==> src/rtl/qea_loader_pkg.sv <==
// Shared types, error codes and helpers for the QEA host loader.
// Used by qea_host_loader and qea_state_init_gen.
package qea_loader_pkg;

    typedef enum logic [2:0] {
        IDLE,
        CTX_LOAD,
        STATE_INIT,
        START,
        RUN,
        DONE
    } loader_state_t;

    localparam logic [1:0] ERR_NONE    = 2'd0;
    localparam logic [1:0] ERR_STREAM  = 2'd1;
    localparam logic [1:0] ERR_QBIT    = 2'd2;
    localparam logic [1:0] ERR_TIMEOUT = 2'd3;

    // Fixed-point 1.0 for a real/imag half of an amplitude.
    function automatic logic [31:0] fixed_one(input int frac_bits);
        return 32'd1 << frac_bits;
    endfunction

    // PE_NUM = 4 lanes per row, so 2**q amplitudes occupy 2**(q-2) rows.
    function automatic logic [31:0] row_count(input int qbit_num);
        return 32'd1 << (qbit_num - 2);
    endfunction

endpackage

==> src/rtl/qea_state_init_gen.sv <==
// Writes the |0...0> initial state into the QEA state RAM, one row per cycle.
// A one-cycle start pulse launches it; done pulses with the last row write.
module qea_state_init_gen
    import qea_loader_pkg::*;
#(
    parameter int PE_NUM           = 4,
    parameter int MAX_QBIT_WIDTH   = 6,
    parameter int STATE_DATA_WIDTH = 64,
    parameter int STATE_ADDR_WIDTH = 16,
    parameter int NUM_FRAC_BIT     = 30
) (
    input  logic                               clk,
    input  logic                               rst,
    input  logic                               start,
    input  logic [MAX_QBIT_WIDTH-1:0]          qbit_num,
    output logic                               state_ena,
    output logic                               state_wea,
    output logic [STATE_ADDR_WIDTH-1:0]        state_addra,
    output logic [PE_NUM*STATE_DATA_WIDTH-1:0] state_dina,
    output logic                               done
);

    localparam int ROW_W = PE_NUM * STATE_DATA_WIDTH;
    localparam logic [31:0] ONE = fixed_one(NUM_FRAC_BIT);
    // Amplitude 1.0 + 0j sits in the upper (real) half of the top lane.
    localparam logic [ROW_W-1:0] ROW0 = {ONE, {(ROW_W - 32){1'b0}}};

    logic        active;
    logic [31:0] row;
    logic [31:0] last_row;

    always_ff @(posedge clk or posedge rst) begin
        if (rst) begin
            active      <= 1'b0;
            row         <= '0;
            last_row    <= '0;
            state_ena   <= 1'b0;
            state_wea   <= 1'b0;
            state_addra <= '0;
            state_dina  <= '0;
            done        <= 1'b0;
        end else begin
            state_ena <= 1'b0;
            state_wea <= 1'b0;
            done      <= 1'b0;
            if (start) begin
                active   <= 1'b1;
                row      <= '0;
                last_row <= row_count(32'(qbit_num)) - 32'd1;
            end else if (active) begin
                state_ena   <= 1'b1;
                state_wea   <= 1'b1;
                state_addra <= row[STATE_ADDR_WIDTH-1:0];
                state_dina  <= (row == 32'd0) ? ROW0 : '0;
                row         <= row + 32'd1;
                if (row == last_row) begin
                    active <= 1'b0;
                    done   <= 1'b1;
                end
            end
        end
    end

endmodule

==> src/rtl/qea_host_loader.sv <==
// Loads QEA context RAM from a stream, initialises state RAM, runs QEA and times it.
// Optional watchdog in RUN: define QEA_LOADER_TIMEOUT_EN.
module qea_host_loader
    import qea_loader_pkg::*;
#(
    parameter int PE_NUM                  = 4,
    parameter int MAX_QBIT_WIDTH          = 6,
    parameter int STATE_DATA_WIDTH        = 64,
    parameter int STATE_ADDR_WIDTH        = 16,
    parameter int GATE_CONTEXT_DATA_WIDTH = 64,
    parameter int GATE_CONTEXT_ADDR_WIDTH = 16,
    parameter int NUM_FRAC_BIT            = 30,
    parameter int TIMEOUT_CYCLES          = 2**20
) (
    input  logic                               clk,
    input  logic                               rst,
    input  logic                               i_go,
    input  logic [MAX_QBIT_WIDTH-1:0]          i_qbit_num,
    input  logic [GATE_CONTEXT_ADDR_WIDTH-1:0] i_ins_num,
    input  logic                               s_valid,
    output logic                               s_ready,
    input  logic [63:0]                        s_data,
    input  logic                               s_last,
    output logic                               o_ctx_en,
    output logic                               o_ctx_wea,
    output logic [GATE_CONTEXT_ADDR_WIDTH-1:0] o_ctx_addr,
    output logic [GATE_CONTEXT_DATA_WIDTH-1:0] o_ctx_data,
    output logic                               o_state_ena,
    output logic                               o_state_wea,
    output logic [STATE_ADDR_WIDTH-1:0]        o_state_addra,
    output logic [PE_NUM*STATE_DATA_WIDTH-1:0] o_state_dina,
    output logic                               o_start,
    input  logic                               i_complete,
    output logic                               o_busy,
    output logic                               o_done,
    output logic                               o_err,
    output logic [1:0]                         o_err_code,
    output logic [31:0]                        o_cycles,
    output logic [2:0]                         o_dbg_state
);

    // Stream handshake: s_ready is registered and high for all of CTX_LOAD;
    // a word transfers on every rising edge where s_valid && s_ready.
    loader_state_t                      state;
    logic [MAX_QBIT_WIDTH-1:0]          qbit_q;
    logic [GATE_CONTEXT_ADDR_WIDTH-1:0] ins_q;
    logic [GATE_CONTEXT_ADDR_WIDTH-1:0] ctx_cnt;
    logic [GATE_CONTEXT_ADDR_WIDTH-1:0] ctx_cnt_nxt;
    logic [31:0]                        run_cnt;
    logic                               complete_q;
    logic                               handshake;
    logic                               gen_start;
    logic                               gen_done;

    assign handshake   = s_valid & s_ready;
    assign ctx_cnt_nxt = ctx_cnt + GATE_CONTEXT_ADDR_WIDTH'(1);
    assign o_busy      = (state != IDLE);
    assign o_dbg_state = state;

    qea_state_init_gen #(
        .PE_NUM           (PE_NUM),
        .MAX_QBIT_WIDTH   (MAX_QBIT_WIDTH),
        .STATE_DATA_WIDTH (STATE_DATA_WIDTH),
        .STATE_ADDR_WIDTH (STATE_ADDR_WIDTH),
        .NUM_FRAC_BIT     (NUM_FRAC_BIT)
    ) u_state_init (
        .clk         (clk),
        .rst         (rst),
        .start       (gen_start),
        .qbit_num    (qbit_q),
        .state_ena   (o_state_ena),
        .state_wea   (o_state_wea),
        .state_addra (o_state_addra),
        .state_dina  (o_state_dina),
        .done        (gen_done)
    );

    always_ff @(posedge clk or posedge rst) begin
        if (rst) begin
            state      <= IDLE;
            qbit_q     <= '0;
            ins_q      <= '0;
            ctx_cnt    <= '0;
            run_cnt    <= '0;
            complete_q <= 1'b0;
            gen_start  <= 1'b0;
            s_ready    <= 1'b0;
            o_ctx_en   <= 1'b0;
            o_ctx_wea  <= 1'b0;
            o_ctx_addr <= '0;
            o_ctx_data <= '0;
            o_start    <= 1'b0;
            o_done     <= 1'b0;
            o_err      <= 1'b0;
            o_err_code <= ERR_NONE;
            o_cycles   <= '0;
        end else begin
            complete_q <= i_complete;
            o_ctx_en   <= 1'b0;
            o_ctx_wea  <= 1'b0;
            o_start    <= 1'b0;
            o_done     <= 1'b0;
            gen_start  <= 1'b0;
            case (state)
                IDLE: begin
                    if (i_go) begin
                        qbit_q     <= i_qbit_num;
                        ins_q      <= i_ins_num;
                        ctx_cnt    <= '0;
                        o_err      <= 1'b0;
                        o_err_code <= ERR_NONE;
                        if (i_qbit_num < MAX_QBIT_WIDTH'(2)) begin
                            o_err      <= 1'b1;
                            o_err_code <= ERR_QBIT;
                            o_done     <= 1'b1;
                        end else if (i_ins_num == '0) begin
                            gen_start <= 1'b1;
                            state     <= STATE_INIT;
                        end else begin
                            s_ready <= 1'b1;
                            state   <= CTX_LOAD;
                        end
                    end
                end
                CTX_LOAD: begin
                    if (handshake) begin
                        o_ctx_en   <= 1'b1;
                        o_ctx_wea  <= 1'b1;
                        o_ctx_addr <= ctx_cnt;
                        o_ctx_data <= s_data;
                        ctx_cnt    <= ctx_cnt_nxt;
                        // Stream must end exactly on the configured word count.
                        if ((ctx_cnt_nxt == ins_q) || s_last) begin
                            s_ready <= 1'b0;
                            if ((ctx_cnt_nxt == ins_q) && s_last) begin
                                gen_start <= 1'b1;
                                state     <= STATE_INIT;
                            end else begin
                                o_err      <= 1'b1;
                                o_err_code <= ERR_STREAM;
                                state      <= DONE;
                            end
                        end
                    end
                end
                STATE_INIT: begin
                    if (gen_done) state <= START;
                end
                START: begin
                    o_start <= 1'b1;
                    run_cnt <= 32'd1;
                    state   <= RUN;
                end
                RUN: begin
                    // Only a fresh rising edge ends the run; a stale high level does not.
                    if (i_complete && !complete_q) begin
                        o_cycles <= run_cnt;
                        state    <= DONE;
                    end
`ifdef QEA_LOADER_TIMEOUT_EN
                    else if (run_cnt >= 32'(TIMEOUT_CYCLES)) begin
                        o_err      <= 1'b1;
                        o_err_code <= ERR_TIMEOUT;
                        o_cycles   <= 32'(TIMEOUT_CYCLES);
                        state      <= DONE;
                    end
`endif
                    else if (run_cnt != 32'hFFFF_FFFF) begin
                        run_cnt <= run_cnt + 32'd1;
                    end
                end
                DONE: begin
                    o_done <= 1'b1;
                    state  <= IDLE;
                end
                default: state <= IDLE;
            endcase
        end
    end

endmodule

==> config.mk <==
export PLATFORM = sky130hd
export DESIGN_NAME = qea_host_loader
export DESIGN_NICKNAME = d
export VERILOG_FILES = /design/src/rtl/qea_loader_pkg.sv /design/src/rtl/qea_state_init_gen.sv /design/src/rtl/qea_host_loader.sv
export SDC_FILE = /design/constraint.sdc
export NUM_CORES = 1
export LEC_CHECK = 0
export ABC_AREA = 1
export CAP_MARGIN = 15
export CORE_ASPECT_RATIO = 1.25
export CORE_MARGIN = 3
export CORE_UTILIZATION = 45
export CTS_BUF_LIST = sky130_fd_sc_hd__clkbuf_8
export DETAILED_ROUTE_END_ITERATION = 16
export MAX_ROUTING_LAYER = met4
export PLACE_DENSITY = 0.77
export SLEW_MARGIN = 25
export SYNTH_ARGS = -nofsm -noshare
export SYNTH_HDL_FRONTEND = slang
export SYNTH_HIERARCHICAL = 1
export SYNTH_SLANG_ARGS = --single-unit
==> constraint.sdc <==
create_clock -name clk -period 19.2 [get_ports clk]
set_input_delay 3.84 -clock clk [delete_from_list [all_inputs] [get_ports clk]]
set_output_delay 3.84 -clock clk [all_outputs]
set_load 0.005 [all_outputs]
======== Word-level counts from Yosys, hierarchy flattened ========
Index checks and enable logic that the tools add are counted.
word-level totals
  flip-flop bits (word level) ............. 533
  input bits .............................. 92
  output and inout bits ................... 398
  logic and storage cells ................. 126
cells by class
  $add $sub $neg .......................... 5
  $lt $le $gt $ge ......................... 1
  equality and inequality tests ........... 18
  shifts and indexed selects .............. 1
  muxes and demuxes ....................... 56
  bitwise operators ....................... 2
  reduce and logical (&&, ||, !) cells .... 20
operators by type and width
  kind                   count
  $mux 255               1
  $mux 32                4
  $add 32x1->32 const B  2
  $pmux 32 s2            1
  $eq 32x32->1           1
  $logic_not 32->1       1
  $mux 16                2
  $ne 32x32->1 const B   1
  $pmux 16 s2            1
  $shl 1x32->32 const A  1
  $sub 32x1->32 const B  1
  $mux 1                 28
  $mux 3                 7
  $ne 2x2->1 const B     9
  $add 16x1->16 const B  1
  $eq 16x16->1           1
  $logic_not 16->1       1
  $pmux 3 s5             1
  $mux 2                 6
  $reduce_and 6->1       2
  $pmux 1 s2             4
  $reduce_and 2->1       4
  $sub 6x2->7 const B    1
  $eq 3x2->1 const B     2
  other kinds (15)       20

======== Longest topological paths before layout ========
  depth in word-level cells ............... 7
  depth in mapped cells ................... 17
  gate-level depth less buffers ........... 16

======== Hierarchy ========
The synthesis kept the hierarchy.
modules (own cells, without submodules)
  module              instances  cells each  area an instance (µm²)  seq. area each (µm²)
  qea_host_loader     1          1096        8822.2                  4854.7
  qea_state_init_gen  1          1041        7339.5                  2102.0

======== Worst setup path after synthesis ========
No wires, ideal clock.
  kind .................................... input port to flip-flop
  start point ............................. input port i_complete
  end point ............................... register o_cycles[14]
  setup time .............................. 0.130 ns
  data arrival time ....................... 4.844 ns
  slack ................................... 14.226 ns
  stages on the path ...................... 7
  buffers on the path ..................... 2
  cells stage by stage .................... inv_1 nor3_2 inv_1 clkbuf_1 clkbuf_1 nand2_1 o21ai_0
between the ends
  longest elaborated chain between the ends .. 2
ends and longest elaborated chain
  element                     RTL line                text
  from (decl)                 qea_host_loader.sv:33   input logic i_complete,
  $logic_and 1x1->1           qea_host_loader.sv:156  if (i_complete && !complete_q) begin
  $reduce_and 2->1 (no line)  n/a
  to (signal assigned)        qea_host_loader.sv:157  o_cycles <= run_cnt;
  to (decl)                   qea_host_loader.sv:38   output logic [31:0] o_cycles,
Every way passes these cells.
A chain may end at the register's enable or synchronous reset.

======== Worst setup path in the final report ========
  start point ............................. register state[2], in the netlist o_dbg_state[2]
  end point ............................... output port o_busy
between the ends
  longest elaborated chain between the ends .. 1
ends and longest elaborated chain
  element                 RTL line                text
  from (decl)             qea_host_loader.sv:44   loader_state_t state;
  from (signal assigned)  qea_host_loader.sv:80   state <= IDLE;
  from (signal assigned)  qea_host_loader.sv:118  state <= STATE_INIT;
  from (signal assigned)  qea_host_loader.sv:121  state <= CTX_LOAD;
  $reduce_bool 3->1       qea_host_loader.sv:57   assign o_busy = (state != IDLE);
  to (decl)               qea_host_loader.sv:34   output logic o_busy,
Every way passes these cells.

==> out/metrics.csv <==
metric;value;unit
synth_top_family_by_area;simple AND/OR/NAND/NOR gates;
synthFlopType;dfrtp_1;
syn_area;0.0162;sq mm
synth_fa_ha_area_frac;0.00465;
powerDensity;62.6;mW/mm^2
holdCritPathClass;reg2reg;
drcViolationCount;0;
start_util;0.456;
rrSetupSlack;16.05;ns
clk_pin_slew_worst_paths;0.06;ns
fin_ws;13.20;ns
clock_path_buffers;3;
n_fill_cell;3323;
grt_pass1_vias;13300;
postRouteAntennaNets;0;
dieArea;0.0382;sq mm
vias;14200;
vias_per_cell;4.94;
post-route-period-util;0.313;
synthXorXnorAreaFrac;0.0154;
crit_end;o_busy;
postSynth.asyncResetShare;1.00;
synth_area_per_cell;7.56;sq um
cts_tree;built;
dp_hpwl;32.9;mm
p_total;1.18;mW
synth-compound-area-share;0.0790;
worstReg2RegStart;o_dbg_state[1];
core;0.0355;sq mm
p_leak;9.57;nW
finClkSkew;0.0255;ns
dpl-instance-area;0.0179;sq mm
final_cell_count_no_fill;2869;
path_max_fanout;6;
ys_top_cells_by_count;nand2_1, dfrtp_1, buf_4;
die_w;176;um
synth.top_cell.area_share;0.430;
dp_slack;12.61;ns
yosys.area_share.simple;0.291;
worstSkewPairLatency;0.58;ns
yosys_warnings;6;
drv_slew;0;
fmax;167;MHz
finalSetupViolCount;0;
drt_iter0_drc;981;
die_h;218;um
hold_slack;0.469;ns
worst_pin_slew;0.848;ns
rsz0062_at_grt;false;
clock_sinks;278;
outcome;finished clean;
io_pins;490;
synthMuxAreaShare;0;
relSlewSlack;0.435;
ys_seq_elements;278;
htree_levels;2;
cp_data_arrival_time;2.16;ns
crit_start;o_dbg_state[2];
gr-total-overflow;0;
grt_max_degree;118;
max_cap_violations;0;
wl_per_cell;15.1;um
synth.distinct_cells;50;
num_rows;77;
post-cts-setup-buffers;0;
ff2ff_path_depth;10;
ir_drop;0.0476;mV
ctsHoldBuffers;0;
antenna_found_initial;0;
yosys.cell_count.top_type;nand2_1;
tns;0;ns
start_kind;register;
fin_area;0.0189;sq mm
nNetsFinal;2461;
path_class;reg2out;
drt-total-wl;43.4;mm
timing.rr.end;o_ctx_addr[12];
ys_seq_area_frac;0.430;
syn_to_final_growth;17.0;%
drive_gt1_frac;0.0534;
synth.area.top_cells;dfrtp_1, nand2_1, buf_4;
finalHoldViolations;0;
post-route-util;0.533;
synth-edff-count;0;
yosysTopAreaCell;dfrtp_1;
cts_buffers;43;
antennaDiodeCount;0;
grtUsageTotal;0.225;
place.gp.congestion;0.949;
hold_start;o_ctx_data[9];
synthCells;2137;
critPathRequiredTime;15.36;ns
cts_resized;0;
grt_pass1_wl;68.8;mm
drt_pass1_iterations;5;
placedCellCount;2792;
end_kind;primary output;
fin_crit;6.00;ns
port_buffers;234;
clockRootBuffer;clkbuf_8;
-- flip-flops by register name (all words and copies together) (netlist names) --
| name | flops |
|---|---|
| o_start | 1 |
| u_state_init/state_dina | 1 |
| o_ctx_addr | 16 |
| u_state_init/state_addra | 16 |
| o_err_code | 2 |
| run_cnt | 32 |
| complete_q | 1 |
| s_ready | 1 |
| u_state_init/last_row | 32 |
| ins_q | 16 |
| o_ctx_data | 64 |
| o_dbg_state | 3 |
| qbit_q | 6 |
| o_ctx_wea | 1 |
| o_err | 1 |
| gen_start | 1 |
| u_state_init/done | 1 |
| o_done | 1 |
| o_cycles | 32 |
| u_state_init/row | 32 |
| ctx_cnt | 16 |
| u_state_init/state_wea | 1 |
| u_state_init/active | 1 |
-- where the power goes --
group	switching [mW]	internal, mW	total [mW]
combinational	0.0311	0.0222	0.0533
sequential	0.00163	0.589	0.590
clock	0.239	0.300	0.539
-- worst min-delay path by stage --
stage,endpoint,depth (start not counted)
final,o_ctx_data[9],2
after global routing,o_ctx_data[61],2
after CTS,o_ctx_data[29],2
after detailed placement,o_ctx_data[29],2
after global placement,o_ctx_data[57],2
after floorplan,u_state_init/last_row[24],2
-- worst max-delay path, stage by stage, from the launching register on --
cell and delay [ns]:
dfrtp_1 0.48, nor2_1 0.13, inv_1 0.08, nor2_1 0.31, inv_1 0.11, clkdlybuf4s50_1 0.48
-- layout make-up --
type | instances | area, sq um | area share
sequential | 278 | 6960 | 0.368
clock inverter | 22 | 189 | 0.00999
inverter | 187 | 711 | 0.0376
clock buffer | 55 | 757 | 0.0400
tap | 474 | 593 | 0.0314
multi-input combinational | 1610 | 7280 | 0.385
timing repair buffer | 243 | 2420 | 0.128
-- layer usage --
| layer | vias to the layer above | GRT usage | wire (um) | share of wire |
|---|---|---|---|---|
| li1 | 6816 | - | - | - |
| met1 | 6696 | 0.262 | 16900 | 0.39 |
| met2 | 552 | 0.402 | 22800 | 0.52 |
| met3 | 103 | 0.0284 | 2370 | 0.055 |
| met4 | 0 | 0.0747 | 1330 | 0.031 |
| met5 | - | - | 0 | 0 |
-- placed cells by master (no fill, tap or decap), types with 50 or more instances in the layout --
| master | n |
|---|---|
| clkdlybuf4s50_1 | 234 |
| nand4_1 | 50 |
| o21ai_0 | 128 |
| conb_1 | 255 |
| inv_1 | 187 |
| nor2_1 | 160 |
| clkbuf_8 | 55 |
| dfrtp_1 | 278 |
| nand3_1 | 120 |
| nand2_1 | 659 |
-- logic make-up (layout without fill, tap and decap cells) --
group,Yosys count,after routing
flip-flops,278,278
adder cells (fa/ha/maj),6,6
AND/OR/NAND/NOR,1099,1099
buffers and inverters,503,507
other,1,255
AO/OA/AOI/OAI,224,224
XOR/XNOR,26,26
(Power assumes the default switching activity.)
